$ cat src/rtl/de_scoreboard_regfile.sv
// Decode-stage register file with a per-register pending-writer scoreboard and stall generation.
// Optional WB_BYPASS_EN: forward WB data to read ports and let retiring/squashed writers clear stalls in the same cycle.
module de_scoreboard_regfile #(
    parameter int DBITS     = 32,
    parameter int REGWORDS  = 32,
    parameter int REGNOBITS = 5,
    parameter int RD_PORTS  = 2,
    parameter int PEND_BITS = 2
) (
    input  logic                          clk,
    input  logic                          reset_n,
    input  logic [RD_PORTS-1:0]           rd_en,
    input  logic [RD_PORTS*REGNOBITS-1:0] rd_addr,
    output logic [RD_PORTS*DBITS-1:0]     rd_data,
    input  logic                          issue_valid,
    input  logic                          issue_wr,
    input  logic [REGNOBITS-1:0]          issue_rd,
    input  logic                          squash_valid,
    input  logic [REGNOBITS-1:0]          squash_rd,
    input  logic                          wb_valid,
    input  logic [REGNOBITS-1:0]          wb_rd,
    input  logic [DBITS-1:0]              wb_data,
    output logic                          stall,
    output logic [REGWORDS-1:0]           busy_vec,
    output logic                          pend_err
);
    localparam int PMAX = (1 << PEND_BITS) - 1;

    logic [DBITS-1:0]     r_regs [REGWORDS];
    logic [PEND_BITS-1:0] r_pend [REGWORDS];
    logic [PEND_BITS-1:0] w_pend_nxt [REGWORDS];
    logic [REGWORDS-1:0]  r_busy, w_busy_nxt;
    logic [REGWORDS-1:0]  w_inc, w_wb, w_sq, w_eff_busy, w_ovf;
    logic                 r_err;
    logic                 w_wb_ok, w_sq_ok, w_iss_ok, w_full_stall;
    logic [RD_PORTS-1:0]  w_port_stall;

    assign w_wb_ok      = wb_valid && (wb_rd != '0);
    assign w_sq_ok      = squash_valid && (squash_rd != '0);
    assign w_full_stall = issue_valid && issue_wr && (issue_rd != '0) &&
                          (r_pend[issue_rd] == PEND_BITS'(PMAX));
    assign stall        = (|w_port_stall) || w_full_stall;
    // Issue is only counted when DE actually advances.
    assign w_iss_ok     = issue_valid && issue_wr && (issue_rd != '0) && !stall;

    for (genvar r = 0; r < REGWORDS; r++) begin : g_reg
        assign w_inc[r] = w_iss_ok && (issue_rd == REGNOBITS'(r));
        assign w_wb[r]  = w_wb_ok  && (wb_rd == REGNOBITS'(r));
        assign w_sq[r]  = w_sq_ok  && (squash_rd == REGNOBITS'(r));
`ifdef WB_BYPASS_EN
        assign w_eff_busy[r] = (int'(r_pend[r]) - int'(w_wb[r]) - int'(w_sq[r])) > 0;
`else
        assign w_eff_busy[r] = (r_pend[r] != '0);
`endif
    end

    for (genvar i = 0; i < RD_PORTS; i++) begin : g_port
        logic [REGNOBITS-1:0] w_addr;
        assign w_addr = rd_addr[i*REGNOBITS +: REGNOBITS];
        assign w_port_stall[i] = rd_en[i] && (w_addr != '0) && w_eff_busy[w_addr];
`ifdef WB_BYPASS_EN
        assign rd_data[i*DBITS +: DBITS] = (w_wb_ok && (wb_rd == w_addr)) ? wb_data : r_regs[w_addr];
`else
        assign rd_data[i*DBITS +: DBITS] = r_regs[w_addr];
`endif
    end

    // Deltas from issue, WB and squash are summed, then clamped into [0, PMAX].
    always_comb begin
        int s;
        s          = 0;
        w_ovf      = '0;
        w_busy_nxt = '0;
        for (int r = 0; r < REGWORDS; r++) begin
            s = int'(r_pend[r]) + int'(w_inc[r]) - int'(w_wb[r]) - int'(w_sq[r]);
            w_pend_nxt[r] = PEND_BITS'(s);
            if (s > PMAX) begin
                w_pend_nxt[r] = PEND_BITS'(PMAX);
                w_ovf[r]      = 1'b1;
            end else if (s < 0) begin
                w_pend_nxt[r] = '0;
                w_ovf[r]      = 1'b1;
            end
            w_busy_nxt[r] = (w_pend_nxt[r] != '0);
        end
    end

    always_ff @(posedge clk or negedge reset_n) begin
        if (!reset_n) begin
            for (int r = 0; r < REGWORDS; r++) begin
                r_regs[r] <= '0;
                r_pend[r] <= '0;
            end
            r_busy <= '0;
            r_err  <= 1'b0;
        end else begin
            if (w_wb_ok) r_regs[wb_rd] <= wb_data;
            for (int r = 0; r < REGWORDS; r++) r_pend[r] <= w_pend_nxt[r];
            r_busy <= w_busy_nxt;
            r_err  <= r_err | (|w_ovf);
        end
    end

    assign busy_vec = r_busy;
    assign pend_err = r_err;

endmodule
$ cat config.mk
export PLATFORM = sky130hd
export DESIGN_NAME = de_scoreboard_regfile
export DESIGN_NICKNAME = d
export VERILOG_FILES = /design/src/rtl/de_scoreboard_regfile.sv
export SDC_FILE = /design/constraint.sdc
export NUM_CORES = 2
export LEC_CHECK = 0
export CAP_MARGIN = 20
export CORE_MARGIN = 4
export CORE_UTILIZATION = 56
export DETAILED_ROUTE_END_ITERATION = 6
export GPL_TIMING_DRIVEN = 0
export PLACE_DENSITY = 0.73
export SLEW_MARGIN = 5
export SYNTH_ARGS = -nofsm -noshare
export SYNTH_HDL_FRONTEND = slang
export SYNTH_SLANG_ARGS = --single-unit
export TNS_END_PERCENT = 20
$ cat constraint.sdc
create_clock -name clk -period 11 [get_ports clk]
set_clock_uncertainty 0.05 [all_clocks]
set_input_delay 2.2 -clock clk [delete_from_list [all_inputs] [get_ports clk]]
set_output_delay 2.2 -clock clk [all_outputs]
set_load 0.01 [all_outputs]
==> reports/results.tsv <==
metric	value	unit
max-slew violations	0	
GPL Wtd Cong	1.00	
Syn Inst Count	5701	
post-synthesis cell area	64600	µm²
Post-synth EDFFs	0	
hold crit path type	flip-flop to flip-flop	
vias in the first global route	51900	
max incr delay on CP	0.90	ns
combinational cell fraction of total power	26.5	%
final hold viol count	0	
clock transition at the registers of the reported paths	0.06	ns
sequential element share of the synthesized area	43.4	%
Commonest cells post-synth	nand2_1 (1,465), dfrtp_1 (1,121), mux2_2 (576), mux4_2 (452), clkbuf_1 (271)	
gr usage total	40.2	%
Area contributors post-synth	dfrtp_1 (43%), mux4_2 (16%), mux2_2 (10%)	
RSZ-0062 raised after global routing	false	
largest net degree at the start of global routing	175	
status	finished with violations	
Yosys cell types	71	
Final nets	6302	
startpoint types	input port	
chip width	348	µm
Sink Count	1121	
H-tree depth	3	
Leak	34.3	nW
Main synth FF type	dfrtp_1	
worst slew pin tran	1.30	ns
worst skew pair latency	0.74	ns
Post-CTS Hold Buffers	0	
final setup fails	0	
ratio of cells with drive above 1 in the final layout	23.6	%
DRT Wirelength	245000	µm
crit-path max FO	10	
net switching power	4.35	mW
CTS Buf Count	119	
maximum VDD drop	0.171	mV
Avg WL per Cell	32.1	µm
fin crit share	77.1	%
synth-to-layout area growth	12.5	%
internal power	8.99	mW
CTS resizes	0	
die area	121000	µm²
Setup Fix Bufs, Post-CTS	0	
via count	52300	
dpl hpwl	171000	µm
Async S/R FF share, synth	100	%
setup_tns	0	ns
initial antenna violation count	11	
fin crit period	8.48	ns
CTS root buf	clkbuf_16	
CP cell instances	clkdlybuf4s50_1 -> buf_2 -> nand2_1 -> clkbuf_1 -> clkbuf_1 -> o221ai_1 -> o22ai_1 -> nor2_1 -> a21o_1 -> clkdlybuf4s50_1	
clock buffer depth	3	
GRT overflow	0	
Avg Vias per Cell	6.86	
share of total power in sequential cells	42.5	%
CP Capture Type	output port	
clock share of power	31.1	%
CORE AREA	115000	µm²
max_cap viols	0	
first-pass GRT wire length	351000	µm
post-synthesis register bit count	1121	
DRT iter0 DRCs	7316	
Initial Util	56.4	%
Placement Rows	124	
WP data required	8.75	ns
worst setup path class	input port to output port	
FF-to-FF setup slack	5.29	ns
Final Cell Area	72700	µm²
Initial DRT Pass Iterations	7	
slowest stage cell, crit path	clkbuf_1	
residual DRC count	2	
sw frac	32.6	%
failing checks	DRC	
placed cell areas	68500	µm²
Mapped Avg Cell Area	11.3	µm²
post-synth top area share	43.4	%
dominant cell type by area after synthesis	dfrtp_1	
yosys warns	0	
PortBufs	155	
relative slew slack	13.3	%
most common cell in the netlist	nand2_1	
Post-DRT Antenna Nets	0	
pwr dens	183	nW/µm²
Max Clk Rate	118	MHz
Arr. time, crit path	6.23	ns
Die H	348	µm
CTS tree	done	
IO Pins	163	
==> sequential cells by signal, indices dropped and copies added (netlist names) <==
name / count
pend_err: 1
r_pend: 64
busy_vec: 32
r_regs: 1024
==> worst paths after layout <==
kind / start / endpoint / depth (start not counted)
worst min-delay path: r_regs[994] / r_regs[994] / 1
worst max-delay path: rd_addr[6] / rd_data[45] / 10
max in group asynchronous: reset_n / r_regs[408] / 4
worst max register to register: r_pend[39] / pend_err / 19
min in group asynchronous: reset_n / r_regs[711] / 1
worst min register to register: r_regs[994] / r_regs[994] / 1
==> critical path, delay by kind of cell <==
kind	cells	cell delay, ns
buffers and inverters	5	2.94
AOI/OAI and AO/OA	3	0.85
and+or+nand+nor	2	0.20
==> cells in the final DEF (no fill, tap or decap), types with 121 or more instances in the layout <==
cell type,count
clkdlybuf4s50_1,154
nor2_1,158
mux2i_1,261
mux2_2,576
dfrtp_1,1121
o221ai_1,128
ha_1,190
inv_1,154
clkbuf_1,297
buf_2,144
nand2_1,1465
clkbuf_16,121
mux4_2,452
==> through the flow <==
| stage | worst slack [ns] | utilization [%] | hold slack (ns) | total power, mW | instances |
|---|---|---|---|---|---|
| 3_3_place_gp | -43.94 | 59.5 | 0.407 | 8.97 | 7370 |
| 6_report | 2.52 | 63.5 | 0.432 | 13.3 | 7632 |
| 3_5_place_dp | 2.65 | 59.9 | 0.418 | 9.12 | 7394 |
| 5_1_grt | 2.60 | 63.5 | 0.453 | 13.8 | 7627 |
| 4_1_cts | 2.68 | 63.3 | 0.431 | 13.2 | 7613 |
| 2_1_floorplan | 4.78 | - | 0.395 | 7.87 | 5703 |
==> cell type report <==
class / count / area (µm²)
Fill cell: 9034 / 41800
Multi-Input combinational cell: 3940 / 33900
Sequential cell: 1121 / 28100
Clock buffer: 186 / 3640
Timing Repair Buffer: 191 / 2170
Buffer: 487 / 2100
Tap cell: 1512 / 1890
Inverter: 155 / 582
Clock inverter: 33 / 313
Antenna cell: 7 / 17.5
==> metal layers <==
| metal | wire, µm | vias up | GRT usage, % |
|---|---|---|---|
| met3 | 33200 | 1041 | 15.6 |
| met4 | 19800 | 14 | 26.7 |
| met1 | 87500 | 26400 | 50.7 |
| met2 | 104000 | 3930 | 57.7 |
| li1 | - | 21000 | - |
| met5 | 341 | - | 1.61 |
==> power by group through the flow <==
| stage | Combinational [mW] | Clock, mW | Sequential (mW) |
|---|---|---|---|
| 4_1_cts | 3.46 | 4.13 | 5.62 |
| 5_1_grt | 3.78 | 4.31 | 5.74 |
| 2_1_floorplan | 2.42 | 0 | 5.45 |
| 6_report | 3.53 | 4.14 | 5.66 |
| 3_3_place_gp | 3.31 | 0 | 5.66 |
| 3_5_place_dp | 3.43 | 0 | 5.68 |
==> logic make-up (layout without fill, tap and decap cells) <==
kind of cell | after synthesis | after routing | share of synthesized area (%)
AO/OA/AOI/OAI | 539 | 539 | 5.81
XOR/XNOR | 40 | 40 | 0.542
adder cells (fa/ha/maj) | 222 | 222 | 4.67
buffers and inverters | 642 | 1052 | 4.14
flip-flops | 1121 | 1121 | 43.4
multiplexers | 1290 | 1290 | 29.9
other | 2 | 11 | 0.0116
AND/OR/NAND/NOR | 1845 | 1845 | 11.5
(Power assumes the default switching activity.)
